$ cat src/rtl/uart_pkg.sv
// rtl/uart_pkg.sv - shared UART constants: FSM state encoding and default frame parameters
package uart_pkg;

    localparam int OVERSAMPLE_DEF = 16;
    localparam int DATA_BITS_DEF  = 8;

    localparam logic [2:0] ST_IDLE   = 3'd0;
    localparam logic [2:0] ST_START  = 3'd1;
    localparam logic [2:0] ST_DATA   = 3'd2;
    localparam logic [2:0] ST_PARITY = 3'd3;
    localparam logic [2:0] ST_STOP   = 3'd4;

endpackage

$ cat src/rtl/uart_rx_sync.sv
// rtl/uart_rx_sync.sv - 2-flop rx synchroniser and sample_clk rising-edge tick detector
module uart_rx_sync
    import uart_pkg::*;
(
    input  logic clk,
    input  logic rst_n,
    input  logic rx,
    input  logic sample_clk,
    output logic rx_s,
    output logic tick
);

    logic rx_meta_q, rx_meta_d;
    logic rx_s_q, rx_s_d;
    logic sclk_q, sclk_d;

    // next-state for the synchroniser chain and the sample_clk history flop
    always_comb begin
        rx_meta_d = rx;
        rx_s_d    = rx_meta_q;
        sclk_d    = sample_clk;
    end

    // synchroniser resets to idle-high so reset release never looks like a start bit
    always_ff @(posedge clk or negedge rst_n) begin
        if (!rst_n) begin
            rx_meta_q <= 1'b1;
            rx_s_q    <= 1'b1;
            sclk_q    <= 1'b0;
        end else begin
            rx_meta_q <= rx_meta_d;
            rx_s_q    <= rx_s_d;
            sclk_q    <= sclk_d;
        end
    end

    assign rx_s = rx_s_q;
    assign tick = sample_clk & ~sclk_q;

endmodule

$ cat src/rtl/uart_rx.sv
// rtl/uart_rx.sv - oversampling UART receiver with one-entry valid/ready holding register (option UART_RX_PARITY_EN)
module uart_rx
    import uart_pkg::*;
#(
    parameter int OVERSAMPLE = OVERSAMPLE_DEF,
    parameter int DATA_BITS  = DATA_BITS_DEF
) (
    input  logic                 clk,
    input  logic                 rst_n,
    input  logic                 sample_clk,
    input  logic                 rx,
    output logic [DATA_BITS-1:0] rx_data,
    output logic                 rx_valid,
    input  logic                 rx_ready,
    output logic                 frame_err,
    output logic                 overrun,
    output logic                 parity_err
);

    localparam int            TW       = $clog2(OVERSAMPLE + 1);
    localparam logic [TW-1:0] CNT_HALF = TW'(OVERSAMPLE / 2);
    localparam logic [TW-1:0] CNT_FULL = TW'(OVERSAMPLE);
    localparam logic [2:0]    BIT_LAST = 3'(DATA_BITS - 1);
`ifdef UART_RX_PARITY_EN
    localparam logic [2:0]    ST_AFTER_DATA = ST_PARITY;
`else
    localparam logic [2:0]    ST_AFTER_DATA = ST_STOP;
`endif

    logic                 rx_s, tick;
    logic [2:0]           state_q, state_d;
    logic [TW-1:0]        tick_cnt_q, tick_cnt_d, tick_nxt;
    logic [2:0]           bit_cnt_q, bit_cnt_d;
    logic [DATA_BITS-1:0] shift_q, shift_d;
    logic [DATA_BITS-1:0] data_q, data_d;
    logic                 valid_q, valid_d;
    logic                 ferr_q, ferr_d;
    logic                 ovr_q, ovr_d;
    logic                 perr_d;
    logic                 par_bad;

    uart_rx_sync u_sync (
        .clk        (clk),
        .rst_n      (rst_n),
        .rx         (rx),
        .sample_clk (sample_clk),
        .rx_s       (rx_s),
        .tick       (tick)
    );

`ifdef UART_RX_PARITY_EN
    logic par_q, par_d, perr_q;
    assign par_bad = (par_q != ^shift_q);

    // received parity bit and the registered parity error pulse
    always_ff @(posedge clk or negedge rst_n) begin
        if (!rst_n) begin
            par_q  <= 1'b0;
            perr_q <= 1'b0;
        end else begin
            par_q  <= par_d;
            perr_q <= perr_d;
        end
    end
    assign parity_err = perr_q;
`else
    assign par_bad    = 1'b0;
    assign parity_err = 1'b0;
`endif

    // frame FSM, bit sampling and completion/handshake decisions; everything advances on tick only
    always_comb begin
        state_d    = state_q;
        tick_cnt_d = tick_cnt_q;
        bit_cnt_d  = bit_cnt_q;
        shift_d    = shift_q;
        data_d     = data_q;
        valid_d    = valid_q & ~rx_ready;
        ferr_d     = 1'b0;
        ovr_d      = 1'b0;
        perr_d     = 1'b0;
        tick_nxt   = tick_cnt_q + 1'b1;
`ifdef UART_RX_PARITY_EN
        par_d      = par_q;
`endif
        if (tick) begin
            case (state_q)
                ST_IDLE: begin
                    if (!rx_s) begin
                        state_d    = ST_START;
                        tick_cnt_d = TW'(1);
                    end
                end
                ST_START: begin
                    tick_cnt_d = tick_nxt;
                    if (tick_nxt == CNT_HALF) begin
                        tick_cnt_d = '0;
                        bit_cnt_d  = '0;
                        state_d    = rx_s ? ST_IDLE : ST_DATA;
                    end
                end
                ST_DATA: begin
                    tick_cnt_d = tick_nxt;
                    if (tick_nxt == CNT_FULL) begin
                        tick_cnt_d = '0;
                        bit_cnt_d  = bit_cnt_q + 3'd1;
                        for (int i = 0; i < DATA_BITS; i++) begin
                            if (bit_cnt_q == 3'(i)) shift_d[i] = rx_s;
                        end
                        if (bit_cnt_q == BIT_LAST) state_d = ST_AFTER_DATA;
                    end
                end
`ifdef UART_RX_PARITY_EN
                ST_PARITY: begin
                    tick_cnt_d = tick_nxt;
                    if (tick_nxt == CNT_FULL) begin
                        tick_cnt_d = '0;
                        par_d      = rx_s;
                        state_d    = ST_STOP;
                    end
                end
`endif
                ST_STOP: begin
                    tick_cnt_d = tick_nxt;
                    if (tick_nxt == CNT_FULL) begin
                        tick_cnt_d = '0;
                        bit_cnt_d  = '0;
                        state_d    = ST_IDLE;
                        if (!rx_s) begin
                            ferr_d = 1'b1;
                        end else if (par_bad) begin
                            perr_d = 1'b1;
                        end else if (!valid_q || rx_ready) begin
                            data_d  = shift_q;
                            valid_d = 1'b1;
                        end else begin
                            ovr_d = 1'b1;
                        end
                    end
                end
                default: begin
                    state_d    = ST_IDLE;
                    tick_cnt_d = '0;
                    bit_cnt_d  = '0;
                end
            endcase
        end
    end

    // state, counters, shift/holding registers and error pulses
    always_ff @(posedge clk or negedge rst_n) begin
        if (!rst_n) begin
            state_q    <= ST_IDLE;
            tick_cnt_q <= '0;
            bit_cnt_q  <= '0;
            shift_q    <= '0;
            data_q     <= '0;
            valid_q    <= 1'b0;
            ferr_q     <= 1'b0;
            ovr_q      <= 1'b0;
        end else begin
            state_q    <= state_d;
            tick_cnt_q <= tick_cnt_d;
            bit_cnt_q  <= bit_cnt_d;
            shift_q    <= shift_d;
            data_q     <= data_d;
            valid_q    <= valid_d;
            ferr_q     <= ferr_d;
            ovr_q      <= ovr_d;
        end
    end

    assign rx_data   = data_q;
    assign rx_valid  = valid_q;
    assign frame_err = ferr_q;
    assign overrun   = ovr_q;

endmodule

$ cat config.mk
export PLATFORM = sky130hd
export DESIGN_NAME = uart_rx
export DESIGN_NICKNAME = d
export VERILOG_FILES = /design/src/rtl/uart_pkg.sv /design/src/rtl/uart_rx_sync.sv /design/src/rtl/uart_rx.sv
export SDC_FILE = /design/constraint.sdc
export NUM_CORES = 1
export LEC_CHECK = 0
export ABC_AREA = 0
export BUFFER_PORTS_ARGS = -buffer_cell sky130_fd_sc_hd__buf_4
export CORE_UTILIZATION = 45
export DETAILED_ROUTE_END_ITERATION = 8
export GPL_ROUTABILITY_DRIVEN = 0
export PLACE_DENSITY = 0.62
export SLEW_MARGIN = 0
export SYNTH_ARGS = -nofsm -noshare
export SYNTH_HDL_FRONTEND = slang
export SYNTH_SLANG_ARGS = --single-unit
$ cat constraint.sdc
create_clock -name clk -period 2.7 [get_ports clk]
set_clock_uncertainty 0.1 [all_clocks]
set_input_delay 0.54 -clock clk [delete_from_list [all_inputs] [get_ports clk]]
set_output_delay 0.54 -clock clk [all_outputs]
set_load 0.05 [all_outputs]
# [Word level (Yosys, flattened, before mapping)]
# Cells that the tools add are included.
[classes] n_addsub=2 n_eq_ne=17 muxes=28 n_bitwise=5 reduce_logical=17
[ops] cell="$reduce_and 4->1" n=8
[ops] cell="$pmux 3 s4" n=2
[ops] cell="$mux 3" n=7
[ops] cell="$eq 3x3->1 const B" n=5
[ops] cell="$mux 5" n=3
[ops] cell="$pmux 5 s3" n=1
[ops] cell="$mux 1" n=14
[ops] cell="$ne 2x2->1 const B" n=5
[ops] cell="$reduce_and 5->1" n=2
[ops] cell="$eq 3x2->1 const B" n=3
[ops] cell="$eq 3x1->1 const B" n=2
[ops] cell="$logic_not 3->1" n=2
[ops] cell="$reduce_and 6->1" n=1
[ops] cell="$add 5x1->5 const B" n=1
[ops] cell="$eq 5x4->1 const B" n=1
[ops] cell="$eq 5x5->1 const B" n=1
[ops] cell="$add 3x1->3 const B" n=1
[ops] cell="$not 1->1" n=3
[ops] cell="$and 1x1->1" n=2
[ops] cell="$mux 2" n=1
[ops] cell="$reduce_and 2->1" n=1
[ops] cell="$reduce_or 2->1" n=1
[ops] cell="$logic_not 1->1" n=1
[ops] cell="$logic_or 1x1->1" n=1
[word_totals] register_bits=33 input_bits=5 output_inout_bits=12 wordCells=87

# [Depth between registers and ports, before layout]
[logic_depth] word_depth=7 mapped_depth=6

# [Hierarchy]
# A second synthesis with hierarchy kept.
[hier_totals] cells_unflattened=152 area_unflattened_um2=1732.9
[by_module_without_submodules] mod="uart_rx" n_inst=1 cells_per_inst=148 area_per_inst_um2=1641.6
[by_module_without_submodules] mod="uart_rx_sync" n_inst=1 cells_per_inst=4 area_per_inst_um2=91.3

# [Least setup slack after synthesis]
# OpenSTA, ideal clock, no wires.
[synth_path] kind="reg-to-reg" startpoint="reg tick_cnt_q[0]" endpoint="reg shift_q[0]" t_arrival_ns=1.709 required_time_ns=2.473 setup_slack_ns=0.764 stages_incl_launch_ff=6 path_buffers=0 path_cell_list="dfrtp_1 -> ha_1 -> nand2_1 -> nor4_4 -> nand3_1 -> mux2_1"
[synth_between] elab_chain_len=3
[synth_rtl] item="start, declared" line_no="uart_rx.sv:32" rtl="logic [TW-1:0] tick_cnt_q, tick_cnt_d, tick_nxt;"
[synth_rtl] item="start signal, assigned" line_no="uart_rx.sv:163" rtl="tick_cnt_q <= tick_cnt_d;"
[synth_rtl] item="$add 5x1->5" line_no="uart_rx.sv:82" rtl="tick_nxt = tick_cnt_q + 1'b1;"
[synth_rtl] item="$eq 5x5->1" line_no="uart_rx.sv:104" rtl="if (tick_nxt == CNT_FULL) begin"
[synth_rtl] item="$reduce_and 4->1 (no line)"
[synth_rtl] item="end signal, assigned" line_no="uart_rx.sv:165" rtl="shift_q <= shift_d;"
[synth_rtl] item="end, declared" line_no="uart_rx.sv:34" rtl="logic [DATA_BITS-1:0] shift_q, shift_d;"
# No other way between the ends.
# A chain may end at the register's enable or synchronous reset.

# [Worst setup path in the final report]
[layout_path] startpoint="reg tick_cnt_q[0]" endpoint="reg shift_q[2]"
# The elaborated chain is that of the path after synthesis.

==> results.sh <==
export IMPL_status="complete, no violations"
export IMPL_critical_path_top_delay_family="simple AND/OR/NAND/NOR gates"
export IMPL_hold_path_class="in -> async"
export IMPL_cp_slowest_cell="nor4_4"
export IMPL_p_total_mw=1.18
export IMPL_avgViaCountPerCell=5.45
export IMPL_drt_iter0_drc=82
export IMPL_crit_chain="ha_1 -> nand2_1 -> nor4_4 -> nand3_1 -> mux2_1"
export IMPL_cpPeakStageDelay_ps=570
export IMPL_reg2reg_depth=5
export IMPL_cts_tree="built"
export IMPL_die_w_um=63.6
export IMPL_track_usage_pct=17.4
export IMPL_yosys_warnings=0
export IMPL_die_area_um2=4040
export IMPL_h_tree_depth=2
export IMPL_rsz0062_at_grt="no"
export IMPL_cts_root_buffer="clkbuf_8"
export IMPL_core_area_um2=3660
export IMPL_finalCritPeriodShare_pct=81.5
export IMPL_leakage_nw=0.938
export IMPL_clk_latency_ps=290
export IMPL_peakVddDrop_uv=334
export IMPL_vias=1215
export IMPL_portBuffers=15
export IMPL_dp_hpwl_mm=2.23
export IMPL_end_kind="register"
export IMPL_cts_buffers=5
export IMPL_startpoint="tick_cnt_q[0]$_DFFE_PN0P_"
export IMPL_fmax_mhz=454
export IMPL_avgSynthCellArea_um2=10.7
export IMPL_layout_drive_gt1_share_pct=23.4
export IMPL_synth_seq_area_share_pct=48.5
export IMPL_syn2layout_area_growth_pct=13.0
export IMPL_synth_cell_types=41
export IMPL_die_h_um=63.6
export IMPL_maxSlewViolCount=0
export IMPL_synth_main_ff_cell="dfrtp_1"
export IMPL_cts_resized=0
export IMPL_clock_tree_buffer_depth=2
export IMPL_grt_max_degree=34
export IMPL_period_needed_ps=2200
export IMPL_grt_pass1_wl_mm=5.24
export IMPL_num_rows=22
export IMPL_final_core_util_pct=52.7
export IMPL_layout_nets=187
export IMPL_clock_sinks=33
export IMPL_async_reset_ff_share_pct=100
export IMPL_antenna_found_initial=0
export IMPL_ioPinCount=17
export IMPL_routed_wl_mm=3.09
export IMPL_cts_setup_buffers=0
export IMPL_multiInputGateArea_um2=812
export IMPL_timing_rr_end="shift_q[2]$_DFFE_PN0P_"
export IMPL_wire_per_inst_um=13.9
export IMPL_synth_top_cell_area_share_pct=45.5
export IMPL_ant_nets=0
export IMPL_p_per_area_nw_per_um2=612
export IMPL_final_fill_count=338
export IMPL_route_detailed_drc=0
export IMPL_first_pass_iters=4
export IMPL_worstPathMaxFanout=10
export IMPL_critPathKind="reg -> reg"
export IMPL_syn_nets=172
export IMPL_crit_required_ps=2770
export IMPL_first_global_vias=1155
export IMPL_r2r_start="tick_cnt_q[0]$_DFFE_PN0P_"
export IMPL_worst_path_buf_inv=0
export IMPL_max_cap_violations=0
export IMPL_synth_top_area_cell="dfrtp_1"
export IMPL_ff2ff_setup_slack_ps=500
export IMPL_synth_edf_count=0
export IMPL_start_util_pct=46.6
export IMPL_synth_area_um2=1710
export IMPL_synthCells=160
export IMPL_ys_ff_latch=33
export IMPL_critPathLaunchType="register"
export IMPL_seq_area_um2=828
export IMPL_arrival_ps=2270
export IMPL_cts_hold_buf=0
export IMPL_path_clk_slew_ps=60
export IMPL_overflow=0
export IMPL_fin_tns_setup_ps=0
export IMPL_antennaDiodeCount=0
export IMPL_setup_viol_count_final=0
export IMPL_synth_area_leaders="dfrtp_1 45%, mux2_2 6.6%, ha_1 5.1%"
export IMPL_final_hold_viol_count=0
## placed cells by master (no fill, tap or decap), types with 3 or more instances in the layout
cell type,Yosys,layout
dfrtp_1,31,31
o22ai_1,3,3
o21ai_0,8,8
mux2_2,10,10
clkbuf_8,0,6
mux2_1,6,6
buf_4,1,15
nor3_1,4,4
inv_1,7,7
nor2b_1,3,3
nand3_1,11,11
nand2_1,18,18
nor2_1,7,7
a21oi_1,8,8
ha_1,7,7
## state kept, by name, indices dropped and copies added (netlist names)
signal	cells
rx_data	8
state_q	3
tick_cnt_q	5
bit_cnt_q	3
u_sync.rx_s	1
rx_valid	1
u_sync.sclk_q	1
u_sync.rx_meta_q	1
frame_err	1
overrun	1
shift_q	8
## cell usage after synthesis (all sizes together) (2+ instances only)
cell type	n
o22ai	3
a21o	2
nand2b	2
nand3	12
o21ai	8
buf	4
nand2	18
ha	7
nor3	4
dfrtp	31
clkbuf	3
dfstp	2
inv	7
nor2b	3
a211o	2
nor2	7
a21oi	9
nor4	2
a31oi	2
mux2	16
## cell families (layout without fill, tap and decap cells)
kind of cell	Yosys count	count (layout)	synth area share, %
compound gates	33	33	13.0
other cells	1	1	0.220
buf+inv	14	29	3.89
mux	17	17	11.1
flops	33	33	48.5
fa+ha+maj	8	8	5.72
simple gates	53	53	17.0
xor+xnor	1	1	0.513
## metal layers
metal	part of all wire [%]	wire, um	track usage [%]
met1	46	1410	20.3
met2	48	1490	28.2
met3	4.0	125	5.80
met4	2.1	65	9.38
met5	0	0	0
## cell type report
cell class | instances | share of cell area, %
clock inverters | 1 | 0.389
clock buffers | 6 | 4.28
repair buffers | 15 | 5.84
well taps | 48 | 3.11
inverters | 7 | 1.36
multi-input cells | 113 | 42.1
flip-flops and latches | 33 | 42.9
## metrics by stage
stage	hold slack, ps	cell area [um2]	worst slack [ps]	instances
CTS	90.0	1930	496	223
floorplan	144	1710	764	160
finish	84.0	1930	499	223
detailed placement	248	1840	514	216
global route	116	1930	314	223
global placement	247	1840	608	216
## worst max path at each step
stage | endpoint | cells past startpoint
final | shift_q[2]$_DFFE_PN0P_ | 5
after global routing | shift_q[2]$_DFFE_PN0P_ | 5
after CTS | shift_q[2]$_DFFE_PN0P_ | 5
after detailed placement | shift_q[2]$_DFFE_PN0P_ | 5
after global placement | shift_q[1]$_DFFE_PN0P_ | 5
after floorplan | shift_q[0]$_DFFE_PN0P_ | 5
## power breakdown
part           total [mW]  leakage (nW)  internal, mW  switching [mW]
registers           0.596         0.428         0.541          0.0553
logic               0.210         0.466        0.0808           0.129
clock network       0.375        0.0433         0.201           0.174
total                1.18         0.938         0.823           0.358
No activity file was read; power rests on OpenSTA's default activity.
